`config.mk`:
```
export PLATFORM = sky130hd
export DESIGN_NAME = video_pattern_gen
export DESIGN_NICKNAME = d
export VERILOG_FILES = /design/src/rtl/video_pattern_pkg.sv /design/src/rtl/video_pattern_gen_timing.sv /design/src/rtl/video_pattern_gen.sv
export SDC_FILE = /design/constraint.sdc
export NUM_CORES = 1
export LEC_CHECK = 0
export ABC_AREA = 1
export BUFFER_PORTS_ARGS = -buffer_cell sky130_fd_sc_hd__buf_4
export CAP_MARGIN = 15
export CELL_PAD_IN_SITES_DETAIL_PLACEMENT = 1
export CELL_PAD_IN_SITES_GLOBAL_PLACEMENT = 1
export CORE_UTILIZATION = 44
export CTS_CLUSTER_DIAMETER = 80
export CTS_CLUSTER_SIZE = 28
export DETAILED_ROUTE_END_ITERATION = 12
export PLACE_DENSITY_LB_ADDON = 0.1
export SLEW_MARGIN = 15
export SYNTH_ARGS = -nofsm -noshare
export SYNTH_HDL_FRONTEND = slang
export SYNTH_SLANG_ARGS = --single-unit
```
`constraint.sdc`:
```
create_clock -name clk -period 3.4 [get_ports clk]
set_input_delay 0.17 -clock clk [delete_from_list [all_inputs] [get_ports clk]]
set_output_delay 0.17 -clock clk [all_outputs]
set_load 0.05 [all_outputs]
```
`src/rtl/video_pattern_pkg.sv`:
```
// Shared definitions for the video pattern generator.
//   CNT_W      : width of the horizontal / vertical position counters
//   mode_e     : pattern select encodings driven on the 'mode' port
//   BAR_RGB    : colour-bar table, one bit per channel {R,G,B}, entry 0 = leftmost bar
package video_pattern_pkg;

    localparam int CNT_W = 12;

    typedef enum logic [1:0] {
        MODE_BARS     = 2'd0,
        MODE_CHECKER  = 2'd1,
        MODE_GRADIENT = 2'd2,
        MODE_WHITE    = 2'd3
    } mode_e;

    // Packed array: element 7 is written first, element 0 (white) last.
    localparam logic [7:0][2:0] BAR_RGB = {
        3'b000,  // 7 black
        3'b001,  // 6 blue
        3'b100,  // 5 red
        3'b101,  // 4 magenta
        3'b010,  // 3 green
        3'b011,  // 2 cyan
        3'b110,  // 1 yellow
        3'b111   // 0 white
    };

    function automatic logic [2:0] bar_rgb(input logic [2:0] idx);
        return BAR_RGB[idx];
    endfunction

endpackage

```
`src/rtl/video_pattern_gen_timing.sv`:
```
// video_timing_counter: raster position counters and raw (unregistered,
// active-high) timing decodes for the pattern generator.
//   i_clk, i_rst_n : pixel clock, asynchronous active-low reset
//   i_enable       : low holds the counters at (0,0)
//   o_h, o_v       : current pixel column / line
//   o_de           : position is inside the visible area
//   o_hsync/o_vsync: position is inside the sync pulse (active-high)
//   o_origin       : position is (0,0)
module video_timing_counter
    import video_pattern_pkg::*;
#(
    parameter int H_ACTIVE = 720,
    parameter int H_FPORCH = 16,
    parameter int H_SYNC   = 96,
    parameter int H_BPORCH = 48,
    parameter int V_ACTIVE = 480,
    parameter int V_FPORCH = 10,
    parameter int V_SYNC   = 2,
    parameter int V_BPORCH = 33
) (
    input  logic             i_clk,
    input  logic             i_rst_n,
    input  logic             i_enable,
    output logic [CNT_W-1:0] o_h,
    output logic [CNT_W-1:0] o_v,
    output logic             o_de,
    output logic             o_hsync,
    output logic             o_vsync,
    output logic             o_origin
);

    localparam int H_LIMIT = H_ACTIVE + H_FPORCH + H_SYNC + H_BPORCH;
    localparam int V_LIMIT = V_ACTIVE + V_FPORCH + V_SYNC + V_BPORCH;
    localparam int CW1     = CNT_W + 1;

    localparam logic [CNT_W-1:0] H_MAX = CNT_W'(H_LIMIT - 1);
    localparam logic [CNT_W-1:0] V_MAX = CNT_W'(V_LIMIT - 1);

    // One extra bit so a sync window ending exactly at 4096 still compares correctly.
    localparam logic [CNT_W:0] HA_END = CW1'(H_ACTIVE);
    localparam logic [CNT_W:0] HS_ON  = CW1'(H_ACTIVE + H_FPORCH);
    localparam logic [CNT_W:0] HS_OFF = CW1'(H_ACTIVE + H_FPORCH + H_SYNC);
    localparam logic [CNT_W:0] VA_END = CW1'(V_ACTIVE);
    localparam logic [CNT_W:0] VS_ON  = CW1'(V_ACTIVE + V_FPORCH);
    localparam logic [CNT_W:0] VS_OFF = CW1'(V_ACTIVE + V_FPORCH + V_SYNC);

    logic [CNT_W-1:0] r_h;
    logic [CNT_W-1:0] r_v;
    logic [CNT_W:0]   w_h_x;
    logic [CNT_W:0]   w_v_x;

    always_ff @(posedge i_clk or negedge i_rst_n) begin
        if (!i_rst_n) begin
            r_h <= '0;
            r_v <= '0;
        end else if (!i_enable) begin
            r_h <= '0;
            r_v <= '0;
        end else if (r_h == H_MAX) begin
            r_h <= '0;
            r_v <= (r_v == V_MAX) ? '0 : r_v + 1'b1;
        end else begin
            r_h <= r_h + 1'b1;
        end
    end

    assign w_h_x = {1'b0, r_h};
    assign w_v_x = {1'b0, r_v};

    assign o_h      = r_h;
    assign o_v      = r_v;
    assign o_de     = (w_h_x < HA_END) && (w_v_x < VA_END);
    assign o_hsync  = (w_h_x >= HS_ON) && (w_h_x < HS_OFF);
    // v only moves when h wraps, so this decode changes only at h = 0.
    assign o_vsync  = (w_v_x >= VS_ON) && (w_v_x < VS_OFF);
    assign o_origin = (r_h == '0) && (r_v == '0);

endmodule

```
`src/rtl/video_pattern_gen.sv`:
```
// video_pattern_gen: test-pattern video source with programmable raster timing.
//   clk, rst_n         : pixel clock, asynchronous active-low reset
//   enable             : low blanks all outputs and holds the raster at (0,0)
//   mode[1:0]          : 0 colour bars, 1 checkerboard, 2 gradient, 3 solid white;
//                        sampled at pixel (0,0) only
//   hsync, vsync       : sync outputs, asserted level set by HSYNC_POL / VSYNC_POL
//   de                 : active video
//   red, green, blue   : pixel colour, zero outside active video
//   frame_start        : one-cycle pulse on pixel (0,0)
// All outputs are registered and lag the raster counters by one cycle.
// Optional build macro VIDEO_PATTERN_GEN_SCROLL_EN adds an 8-bit frame counter
// that scrolls the checkerboard and gradient horizontally by one pixel per frame.
module video_pattern_gen
    import video_pattern_pkg::*;
#(
    parameter int H_ACTIVE  = 720,
    parameter int H_FPORCH  = 16,
    parameter int H_SYNC    = 96,
    parameter int H_BPORCH  = 48,
    parameter int V_ACTIVE  = 480,
    parameter int V_FPORCH  = 10,
    parameter int V_SYNC    = 2,
    parameter int V_BPORCH  = 33,
    parameter int COLOR_W   = 8,
    parameter bit HSYNC_POL = 1'b0,
    parameter bit VSYNC_POL = 1'b0
) (
    input  logic               clk,
    input  logic               rst_n,
    input  logic               enable,
    input  logic [1:0]         mode,
    output logic               hsync,
    output logic               vsync,
    output logic               de,
    output logic [COLOR_W-1:0] red,
    output logic [COLOR_W-1:0] green,
    output logic [COLOR_W-1:0] blue,
    output logic               frame_start
);

    localparam logic [CNT_W-1:0] BAR_W = CNT_W'(H_ACTIVE / 8);
    // Pattern coordinate needs bit 4 (checker) and COLOR_W bits (gradient).
    localparam int PX_W = (COLOR_W > 5) ? COLOR_W : 5;

    logic [CNT_W-1:0]   w_h;
    logic [CNT_W-1:0]   w_v;
    logic               w_de;
    logic               w_hs_raw;
    logic               w_vs_raw;
    logic               w_origin;
    logic [PX_W-1:0]    w_px;
    logic [CNT_W-1:0]   w_bar_div;
    logic [2:0]         w_bar_idx;
    logic [2:0]         w_bar_rgb;
    mode_e              w_mode;
    logic [COLOR_W-1:0] w_red;
    logic [COLOR_W-1:0] w_green;
    logic [COLOR_W-1:0] w_blue;

    mode_e              r_mode;
    logic               r_hsync;
    logic               r_vsync;
    logic               r_de;
    logic [COLOR_W-1:0] r_red;
    logic [COLOR_W-1:0] r_green;
    logic [COLOR_W-1:0] r_blue;
    logic               r_frame_start;

    video_timing_counter #(
        .H_ACTIVE (H_ACTIVE),
        .H_FPORCH (H_FPORCH),
        .H_SYNC   (H_SYNC),
        .H_BPORCH (H_BPORCH),
        .V_ACTIVE (V_ACTIVE),
        .V_FPORCH (V_FPORCH),
        .V_SYNC   (V_SYNC),
        .V_BPORCH (V_BPORCH)
    ) u_timing (
        .i_clk    (clk),
        .i_rst_n  (rst_n),
        .i_enable (enable),
        .o_h      (w_h),
        .o_v      (w_v),
        .o_de     (w_de),
        .o_hsync  (w_hs_raw),
        .o_vsync  (w_vs_raw),
        .o_origin (w_origin)
    );

`ifdef VIDEO_PATTERN_GEN_SCROLL_EN
    localparam int H_LIMIT = H_ACTIVE + H_FPORCH + H_SYNC + H_BPORCH;
    localparam int V_LIMIT = V_ACTIVE + V_FPORCH + V_SYNC + V_BPORCH;
    localparam logic [CNT_W-1:0] H_MAX = CNT_W'(H_LIMIT - 1);
    localparam logic [CNT_W-1:0] V_MAX = CNT_W'(V_LIMIT - 1);

    logic [7:0] r_fcnt;

    // Advancing on the last pixel of a frame keeps the offset constant across
    // a whole frame: frame N after reset renders with offset N-1.
    always_ff @(posedge clk or negedge rst_n) begin
        if (!rst_n) begin
            r_fcnt <= '0;
        end else if (enable && (w_h == H_MAX) && (w_v == V_MAX)) begin
            r_fcnt <= r_fcnt + 8'd1;
        end
    end

    assign w_px = PX_W'(w_h + CNT_W'(r_fcnt));
`else
    assign w_px = PX_W'(w_h);
`endif

    // The origin pixel already uses the incoming mode so a whole frame is uniform.
    assign w_mode    = w_origin ? mode_e'(mode) : r_mode;
    assign w_bar_div = w_h / BAR_W;
    assign w_bar_idx = (w_bar_div > CNT_W'(7)) ? 3'd7 : w_bar_div[2:0];
    assign w_bar_rgb = bar_rgb(w_bar_idx);

    always_comb begin
        w_red   = '0;
        w_green = '0;
        w_blue  = '0;
        case (w_mode)
            MODE_BARS: begin
                w_red   = {COLOR_W{w_bar_rgb[2]}};
                w_green = {COLOR_W{w_bar_rgb[1]}};
                w_blue  = {COLOR_W{w_bar_rgb[0]}};
            end
            MODE_CHECKER: begin
                w_red   = {COLOR_W{w_px[4] ^ w_v[4]}};
                w_green = {COLOR_W{w_px[4] ^ w_v[4]}};
                w_blue  = {COLOR_W{w_px[4] ^ w_v[4]}};
            end
            MODE_GRADIENT: begin
                w_red   = w_px[COLOR_W-1:0];
                w_green = w_px[COLOR_W-1:0];
                w_blue  = w_px[COLOR_W-1:0];
            end
            MODE_WHITE: begin
                w_red   = '1;
                w_green = '1;
                w_blue  = '1;
            end
            default: ;
        endcase
    end

    always_ff @(posedge clk or negedge rst_n) begin
        if (!rst_n) begin
            r_mode <= MODE_BARS;
        end else if (enable && w_origin) begin
            r_mode <= mode_e'(mode);
        end
    end

    always_ff @(posedge clk or negedge rst_n) begin
        if (!rst_n) begin
            r_hsync       <= ~HSYNC_POL;
            r_vsync       <= ~VSYNC_POL;
            r_de          <= 1'b0;
            r_red         <= '0;
            r_green       <= '0;
            r_blue        <= '0;
            r_frame_start <= 1'b0;
        end else if (!enable) begin
            r_hsync       <= ~HSYNC_POL;
            r_vsync       <= ~VSYNC_POL;
            r_de          <= 1'b0;
            r_red         <= '0;
            r_green       <= '0;
            r_blue        <= '0;
            r_frame_start <= 1'b0;
        end else begin
            r_hsync       <= w_hs_raw ? HSYNC_POL : ~HSYNC_POL;
            r_vsync       <= w_vs_raw ? VSYNC_POL : ~VSYNC_POL;
            r_de          <= w_de;
            r_red         <= w_de ? w_red   : '0;
            r_green       <= w_de ? w_green : '0;
            r_blue        <= w_de ? w_blue  : '0;
            r_frame_start <= w_origin;
        end
    end

    assign hsync       = r_hsync;
    assign vsync       = r_vsync;
    assign de          = r_de;
    assign red         = r_red;
    assign green       = r_green;
    assign blue        = r_blue;
    assign frame_start = r_frame_start;

endmodule

```
==> results.toml <==
[sta]
setup_violations = 16
timing_hold_violations_final = 0
final_period_minus_worst_setup_slack_ps = 3800
drv_slew = 0
fmax_mhz = 263
post-route-worst-setup-slack_ps = -405
grt_setup_unrepaired = "true"
worst_pin_slew_ps = 891
worst_slew_margin_rel = 0.404
final_min_period_over_clock_period = 1.12
clock_skews_ps = 6.98

[synth]
post_synth_main_area_contributors = "sky130_fd_sc_hd__dfrtp_1 36%, sky130_fd_sc_hd__nand2_1 12%, sky130_fd_sc_hd__inv_1 6.5%, sky130_fd_sc_hd__nand3_1 6.2%, sky130_fd_sc_hd__nor2_1 5.6%"
ys_types = 40
synth_area_leader_cell = "sky130_fd_sc_hd__dfrtp_1"
mappedNetlistNets = 500
mapped_avg_cell_area_um2 = 7.28
ys_warn_count = 0
post_synth_instance_area_mm2 = 0.00357
yosysSeqAreaShare = 0.380
ys.flop_type = "sky130_fd_sc_hd__dfrtp_1"
synth_top_area_frac = 0.365
ys_ff_latch = 54
synth_enable_flop_cells = 0
asyncSetResetFlopFracSynth = 1.00
synth_cells = 490

[clock_tree]
clk_pin_slew_ps = 100
tritoncts = "yes"
clk_latency_ps = 320
ctsLongestPathBuffers = 2
clock_tree.htree_level_count = 2
cts_buffers = 5
cell_at_the_root_of_the_clock_tree = "sky130_fd_sc_hd__clkbuf_8"
cts.sink_count = 54

[place]
port-buffer-count = 32
dpl-instance-area_mm2 = 0.00404
dp_hpwl_um = 7760
gp_congestion = 0.818

[floorplan]
die_width_um = 92.0
core_region_area_mm2 = 0.00777
floorplan.rows = 32
fp.dieArea_mm2 = 0.00847
num_io_pins = 33
start_util = 0.459
die_y_um = 92.0

[finish]
syn_to_final_growth_pct = 35.4
layout.cells.most_common = "sky130_fd_sc_hd__nand2_1"
final_cell_area_mm2 = 0.00483
drive_gt1_frac = 0.380
count_of_fill_cells_added_during_filler_insertion = 966
antennaDiodeCount = 0
nets = 582
top_library_cells_by_usage_in_the_layout_fill_and_taps_aside = "82 x sky130_fd_sc_hd__nand2_1, 77 x sky130_fd_sc_hd__buf_4, 58 x sky130_fd_sc_hd__inv_1"

[critical_path]
timing.critical_path.arrival_ps = 4030
worstRegToRegCells = 31
crit_path_start_kind = "flip-flop"
path_common_cell = "sky130_fd_sc_hd__nand2_4"
critical-path-slowest-cell = "sky130_fd_sc_hd__dfrtp_1"
worst-setup-path-type = "flip-flop to flip-flop"
timing.critical_path.slowest_cell_delay_ps = 440
reg_to_reg_end = "blue[2]"
critical_path.endpoint_type = "flip-flop"
r2r_start = "u_timing.o_h[6]"
r2r_slack_ps = -400
critPathRequiredTime_ps = 3620
critPathMaxFanout = 8

[power]
clockPowerShare = 0.280
comb_power_share = 0.281
leakage_power_of_the_design_nw = 2.43
ir_worst_vdd_uv = 199
p_per_area_mw_per_mm2 = 347
power.internal_w = 0.00107
switching_power_w = 0.000605
power.sequential.fraction = 0.438
switching_power_as_a_share_of_total_power = 0.361
report.power.total_w = 0.00168

[global_routing]
first_pass_grt_wire_length_um = 18200
final_global_route_overflow_total = 0
antenna_found_initial = 0
grt_start_max_net_pins = 55
grt_use_total = 0.271
grt_pass1_vias = 3690

[min_path]
min-delay-start = "enable"
hold_end = "u_timing.o_h[1]"
min-delay-path-class = "primary input to flip-flop"
min_path_cells = 3

[route]
dr.pass1.iters = 5
detail_route.drc_violations = 0
viasPerCell = 5.65
detail_route.iter0.violations = 187
routed_wire_length_per_instance_um = 19.3
wl_um = 13000
vias = 3814
final_antenna_net_count = 0

[status]
outcome = "complete, but fails checks"
violations = "negative setup slack"

[flow_run]
maxCapViolations = 0
-- metrics by stage --
step | hold slack, ps | TNS [ps] | worst slack (ps) | utilization | cells
after floorplan | -126 | 0 | 305 | - | 490
after global placement | 248 | -543 | -71.9 | 0.520 | 636
after detailed placement | 258 | -2850 | -203 | 0.520 | 636
after CTS | 77.7 | -91.5 | -17.7 | 0.574 | 666
after global routing | 83.1 | -7780 | -545 | 0.622 | 675
final | 88.3 | -4320 | -405 | 0.622 | 675
-- power groups by stage --
stage	clock, W	sequential, W	combinational, W
finish	0.000470	0.000735	0.000472
global route	0.000497	0.000741	0.000497
CTS	0.000474	0.000735	0.000465
detailed placement	0	0.000747	0.000457
global placement	0	0.000745	0.000444
floorplan	0	0.000958	0.0000864
-- flip-flops by register name, indices dropped and copies added, names as in the netlist, 2 cells and up --
signal and cells:
blue 8, red 8, u_timing.o_h 12, u_timing.o_v 12, r_mode 2, green 8
-- cell type report --
type                    instances  area, um^2  area share
multi-input cells             356        2300       0.475
flip-flops and latches         54        1360       0.281
repair buffers                 83         644       0.133
inverters                      72         285      0.0591
well taps                     102         128      0.0264
clock buffers                   6        82.6      0.0171
clock inverters                 2        38.8     0.00803
-- synth_stat cells (2+ instances only) --
cell	n
sky130_fd_sc_hd__inv_1	62
sky130_fd_sc_hd__nand4_1	6
sky130_fd_sc_hd__xor2_1	5
sky130_fd_sc_hd__o2111ai_1	2
sky130_fd_sc_hd__clkbuf_1	5
sky130_fd_sc_hd__a21oi_2	2
sky130_fd_sc_hd__o22ai_1	2
sky130_fd_sc_hd__nor4_1	4
sky130_fd_sc_hd__dfrtp_1	52
sky130_fd_sc_hd__inv_2	8
sky130_fd_sc_hd__nor3_1	17
sky130_fd_sc_hd__o21ai_1	2
sky130_fd_sc_hd__nor2_4	5
sky130_fd_sc_hd__nand2_1	110
sky130_fd_sc_hd__nand3_4	2
sky130_fd_sc_hd__o21a_1	2
sky130_fd_sc_hd__buf_6	2
sky130_fd_sc_hd__nor2_1	53
sky130_fd_sc_hd__o21ai_0	22
sky130_fd_sc_hd__nand3_2	2
sky130_fd_sc_hd__nand2_4	14
sky130_fd_sc_hd__nand2_2	21
sky130_fd_sc_hd__dfstp_2	2
sky130_fd_sc_hd__a21oi_1	23
sky130_fd_sc_hd__nor2_2	3
sky130_fd_sc_hd__nand3_1	44
sky130_fd_sc_hd__ha_1	5
-- cell families after synthesis --
family / Yosys count / synth area share
flip-flops: 54 / 0.380
buffers and inverters: 80 / 0.0898
AND/OR/NAND/NOR: 283 / 0.400
XOR/XNOR: 5 / 0.0123
adder cells (fa/ha/maj): 5 / 0.0175
AO/OA/AOI/OAI: 63 / 0.101
-- layer usage --
layer,global-route usage,vias up,share of wire
met5,0,-,0
met4,0.0638,0,0.030
met3,0.0307,38,0.038
met2,0.493,125,0.52
met1,0.342,1912,0.41
li1,-,1739,-
-- worst max-delay path by stage --
stage	start	end	slack, ps
2_1_floorplan	u_timing.o_h[7]	blue[5]	300
3_3_place_gp	u_timing.o_h[8]	blue[4]	-70
3_5_place_dp	u_timing.o_h[8]	red[4]	-200
4_1_cts	u_timing.o_h[8]	blue[0]	-20
5_1_grt	u_timing.o_h[6]	blue[2]	-550
6_report	u_timing.o_h[6]	blue[2]	-400
-- timing repair --
action,CTS,global route
gates cloned,0,0
endpoints found under the setup margin,16,23
hold endpoints to repair,52,0
pin swaps,24,28
buffers inserted,21,10
hold buffers,1,0
resized for setup,40,68
-- critical path, delay by kind of cell, from the launching register on --
| family | cells | cell delay, ps |
|---|---|---|
| compound gates | 1 | 210 |
| simple gates | 27 | 2660 |
| flops | 1 | 440 |
| buf+inv | 3 | 370 |
No activity file was read; power rests on OpenSTA's default activity.
